### src/rtl/alu_instr_sequencer.sv
// Hardwired fetch/decode/execute control sequencer for the phase-1 datapath.
// Drives T0..T6 control strobes for Ra <- Rb op Rc, with a HI/LO tail for MUL/DIV.
module alu_instr_sequencer #(
  parameter logic [4:0] MUL_OP  = 5'b01111,
  parameter logic [4:0] DIV_OP  = 5'b10000,
  parameter logic [4:0] NOP_OP  = 5'b11010,
  parameter logic [4:0] HALT_OP = 5'b11011
) (
  input  logic        i_clock,
  input  logic        i_clear,
  input  logic        i_run,
  input  logic        i_mem_ready,
  input  logic [31:0] i_ir,
  output logic        o_pcout,
  output logic        o_zlowout,
  output logic        o_zhighout,
  output logic        o_mdrout,
  output logic        o_marin,
  output logic        o_pcin,
  output logic        o_mdrin,
  output logic        o_irin,
  output logic        o_yin,
  output logic        o_zlowin,
  output logic        o_zhighin,
  output logic        o_hiin,
  output logic        o_loin,
  output logic        o_incpc,
  output logic        o_read,
  output logic [4:0]  o_op_code,
  output logic [15:0] o_rin,
  output logic [15:0] o_rout,
  output logic [3:0]  o_state_out,
  output logic        o_instr_done,
  output logic        o_halted
);

  // state   | meaning
  // IDLE    | waiting for Run
  // T0      | PC -> MAR, PC+1 -> ZLo
  // T1      | memory read, wait for mem_ready, ZLo -> PC
  // T2      | MDR -> IR
  // T3      | decode; Rb -> Y (or NOP end / HALT branch)
  // T4      | Rc with Y through ALU into Z
  // T5      | ZLo -> Ra, or ZLo -> LO for MUL/DIV
  // T6      | ZHi -> HI for MUL/DIV
  // HALTED  | parked until Clear
  typedef enum logic [3:0] {
    S_IDLE   = 4'd0,
    S_T0     = 4'd1,
    S_T1     = 4'd2,
    S_T2     = 4'd3,
    S_T3     = 4'd4,
    S_T4     = 4'd5,
    S_T5     = 4'd6,
    S_T6     = 4'd7,
    S_HALTED = 4'd8
  } state_t;

  state_t r_state;

  logic [4:0] w_op;
  logic [3:0] w_ra;
  logic [3:0] w_rb;
  logic [3:0] w_rc;
  logic       w_muldiv;
  logic       w_unused;

  assign w_op     = i_ir[31:27];
  assign w_ra     = i_ir[26:23];
  assign w_rb     = i_ir[22:19];
  assign w_rc     = i_ir[18:15];
  assign w_muldiv = (w_op == MUL_OP) || (w_op == DIV_OP);
  assign w_unused = ^i_ir[14:0];

  always_ff @(posedge i_clock) begin
    if (i_clear) begin
      r_state <= S_IDLE;
    end else begin
      case (r_state)
        S_IDLE: if (i_run) r_state <= S_T0;
        S_T0:   r_state <= S_T1;
        S_T1:   if (i_mem_ready) r_state <= S_T2;
        S_T2:   r_state <= S_T3;
        S_T3: begin
          if (w_op == HALT_OP)     r_state <= S_HALTED;
          else if (w_op == NOP_OP) r_state <= i_run ? S_T0 : S_IDLE;
          else                     r_state <= S_T4;
        end
        S_T4:   r_state <= S_T5;
        S_T5: begin
          if (w_muldiv) r_state <= S_T6;
          else          r_state <= i_run ? S_T0 : S_IDLE;
        end
        S_T6:     r_state <= i_run ? S_T0 : S_IDLE;
        S_HALTED: r_state <= S_HALTED;
        default:  r_state <= S_IDLE;
      endcase
    end
  end

  // Strobes follow the current state so they cover the whole cycle, T1 also follows mem_ready.
  always_comb begin
    o_pcout      = 1'b0;
    o_zlowout    = 1'b0;
    o_zhighout   = 1'b0;
    o_mdrout     = 1'b0;
    o_marin      = 1'b0;
    o_pcin       = 1'b0;
    o_mdrin      = 1'b0;
    o_irin       = 1'b0;
    o_yin        = 1'b0;
    o_zlowin     = 1'b0;
    o_zhighin    = 1'b0;
    o_hiin       = 1'b0;
    o_loin       = 1'b0;
    o_incpc      = 1'b0;
    o_read       = 1'b0;
    o_op_code    = 5'd0;
    o_rin        = 16'd0;
    o_rout       = 16'd0;
    o_instr_done = 1'b0;
    o_halted     = 1'b0;
    case (r_state)
      S_T0: begin
        o_pcout  = 1'b1;
        o_marin  = 1'b1;
        o_incpc  = 1'b1;
        o_zlowin = 1'b1;
      end
      S_T1: begin
        o_read  = 1'b1;
        o_mdrin = 1'b1;
        if (i_mem_ready) begin
          o_zlowout = 1'b1;
          o_pcin    = 1'b1;
        end
      end
      S_T2: begin
        o_mdrout = 1'b1;
        o_irin   = 1'b1;
      end
      S_T3: begin
        if (w_op == NOP_OP) begin
          o_instr_done = 1'b1;
        end else if (w_op != HALT_OP) begin
          o_rout = 16'd1 << w_rb;
          o_yin  = 1'b1;
        end
      end
      S_T4: begin
        o_rout    = 16'd1 << w_rc;
        o_zlowin  = 1'b1;
        o_zhighin = w_muldiv;
        o_op_code = w_op;
      end
      S_T5: begin
        o_zlowout = 1'b1;
        if (w_muldiv) begin
          o_loin = 1'b1;
        end else begin
          o_rin        = 16'd1 << w_ra;
          o_instr_done = 1'b1;
        end
      end
      S_T6: begin
        o_zhighout   = 1'b1;
        o_hiin       = 1'b1;
        o_instr_done = 1'b1;
      end
      S_HALTED: o_halted = 1'b1;
      default: ;
    endcase
  end

  assign o_state_out = r_state;

endmodule
### config.mk
export PLATFORM = sky130hd
export DESIGN_NAME = alu_instr_sequencer
export DESIGN_NICKNAME = d
export VERILOG_FILES = /design/src/rtl/alu_instr_sequencer.sv
export SDC_FILE = /design/constraint.sdc
export NUM_CORES = 1
export LEC_CHECK = 0
export CAP_MARGIN = 20
export CORE_MARGIN = 2
export CORE_UTILIZATION = 31
export DETAILED_ROUTE_END_ITERATION = 7
export PLACE_DENSITY = 0.87
export SLEW_MARGIN = 0
export SYNTH_ARGS = -nofsm -noshare
export SYNTH_HDL_FRONTEND = slang
export SYNTH_SLANG_ARGS = --single-unit
### constraint.sdc
create_clock -name i_clock -period 7 [get_ports i_clock]
set_clock_uncertainty 0.15 [all_clocks]
set_input_delay 2.1 -clock i_clock [delete_from_list [all_inputs] [get_ports i_clock]]
set_output_delay 2.1 -clock i_clock [all_outputs]
set_load 0.02 [all_outputs]
==> impl_metrics.tcl <==
set metrics [dict create \
    hpwlAfterDp_um 2550 \
    synthTopCellsByArea "dfxtp_1 (9.0%), o22ai_1 (8.4%), nor2_1 (7.6%)" \
    pin_count 94 \
    r2r_cells 4 \
    synthFlopType "dfxtp_1" \
    drc 0 \
    setup_tns_ps 0 \
    clock.fmax_ghz 0.151 \
    syn-instance-count 125 \
    drv_cap 0 \
    critical_path.startpoint "i_ir[29]" \
    core_um2 2730 \
    die_w_um 57.6 \
    root_buffer "clkbuf_4" \
    yosysSeqAreaShare 0.0900 \
    synth_edf_count 0 \
    cts_resized 0 \
    syn_nets 161 \
    powerDensity_nw_per_um2 101 \
    syn_area_um2 890 \
    clk_pin_slew_ps 40 \
    io_buffers 78 \
    antenna_found_initial 0 \
    synth_top_area_frac 0.0900 \
    numClockSinks 4 \
    synth-seq-cells 4 \
    syn_area_per_cell_um2 7.12 \
    fin_crit_sh 0.945 \
    final_nets 235 \
    p_leak_nw 0.592 \
    diodes 0 \
    min_path_cells 1 \
    insertion_delay_ps 240 \
    num_vias 1233 \
    grt_pass1_wl_um 4970 \
    slew-limit-headroom 0.579 \
    wl_um 3110 \
    cts_buffers 3 \
    start_util 0.325 \
    r2r-start "o_state_out[2]$_SDFFE_PP0P_" \
    tightest_slew_ps 626 \
    track_usage 0.186 \
    final_cell_area_um2 1670 \
    area_growth_pct 87.3 \
    synth_common_cells "nor2_1 (18), o22ai_1 (12), nor3_1 (10), nand2_1 (9), buf_4 (8)" \
    cts_tree "yes" \
    synth_top_area_cell "dfxtp_1" \
    finalCriticalPeriod_ps 6620 \
    max-vdd-ir-drop_uv 89.8 \
    hold_viol 0 \
    cts_buffer_depth 2 \
    p_total_uw 169 \
    htreeDepth 1 \
    routabilityCongestion 0.847 \
    endpoint_kind "output port" \
    largest_register_ffs 4 \
    grt_max_degree 14 \
    ff2ff_setup_slack_ps 5150 \
    post-synth-top-count-cell "nor2_1" \
    drt_iter0_drc 36 \
    rsz0062_at_grt "no" \
    finalSetupViolCount 0 \
    grt_overflow_total 0 \
    async_reset_ff_frac 0 \
    via_per_inst 5.41 \
    yosys_warnings 0 \
    ctsHoldBuffers 0 \
    synth_cell_types 36 \
    grt_pass1_vias 1134 \
    place_area_um2 1640 \
    status "finished clean" \
    post_cts_buffers 0 \
    wl_per_cell_um 13.6 \
    endpoint "o_rout[12]" \
    required_ps 4750 \
    first_pass_iters 4 \
    arrival_ps 4370 \
    die-area_um2 3310 \
    ant_nets 0 \
    rr_endpoint "o_state_out[2]$_SDFFE_PP0P_" \
    fp.dieH_um 57.6 \
    drive_above_1_share 0.0914 \
    report.final.slew_viol_count 0 \
    worstPathMaxFanout 7 \
    criticalPathCategory "in -> out" \
    num_rows 19 \
    hold_path.class "reg -> reg" \
    worstSetupStartpointType "input pin" \
]
## worst min path at each step
stage                                 from                     endpoint  slack (ps)
6_report       o_state_out[2]$_SDFFE_PP0P_  o_state_out[1]$_SDFFE_PP0P_         530
5_1_grt        o_state_out[2]$_SDFFE_PP0P_  o_state_out[1]$_SDFFE_PP0P_         590
4_1_cts        o_state_out[2]$_SDFFE_PP0P_  o_state_out[1]$_SDFFE_PP0P_         510
3_5_place_dp   o_state_out[2]$_SDFFE_PP0P_  o_state_out[1]$_SDFFE_PP0P_         500
3_3_place_gp   o_state_out[2]$_SDFFE_PP0P_  o_state_out[1]$_SDFFE_PP0P_         480
2_1_floorplan  o_state_out[2]$_SDFFE_PP0P_  o_state_out[1]$_SDFFE_PP0P_         540
## report_power, final
part / internal [mW] / switching [mW] / total, mW / leakage, nW
clock network: 0.0193 / 0.0110 / 0.0303 / 0.0138
logic: 0.0498 / 0.0532 / 0.103 / 0.546
registers: 0.0260 / 0.00977 / 0.0358 / 0.0327
## stage by stage
step                cells  setup slack, ps  hold WS (ps)   util
global placement      225              484           478  0.601
finish                228              384           527  0.610
detailed placement    225              394           503  0.601
global route          228              239           587  0.610
floorplan             125             1320           539      -
CTS                   228              396           515  0.610
## cell type report
cell class	instances	area, µm²
Inverter	7	26.3
Sequential cell	4	80.1
Multi-Input combinational cell	105	718
Timing Repair Buffer	78	781
Fill cell	243	1070
Tap cell	31	38.8
Clock buffer	3	22.5
## layout by cell type, fill, tap and decap left out, types with 3 or more instances in the layout
master           count
inv_1                7
o22ai_1             12
nor3_1              10
clkdlybuf4s50_1     78
nor2_1              18
nand2b_1             5
nand3b_1             4
a21oi_1              3
a32o_1               4
nand2_1              9
dfxtp_1              4
nand3_1              5
and2_1               6
clkbuf_4             3
## critical path, cell delays in order
cell and delay (ps):
clkdlybuf4s50_1 510, and4b_1 240, nor2b_1 400, nand3b_1 240, o22ai_1 210, clkdlybuf4s50_1 660
## kinds of logic after synthesis
group,count (synthesis),synth area share
and+or+nand+nor,77,0.571
DFF,4,0.0900
AOI/OAI and AO/OA,25,0.195
buffers and inverters,16,0.103
muxes,3,0.0408
## metal layers
| metal | GRT usage | wire length [µm] | vias up |
|---|---|---|---|
| li1 | - | - | 608 |
| met1 | 0.212 | 1190 | 557 |
| met2 | 0.331 | 1570 | 64 |
| met3 | 0.0476 | 320 | 4 |
| met4 | 0.0698 | 34 | 0 |
| met5 | 0 | 0 | - |
Power figures use the tool's default switching activity.
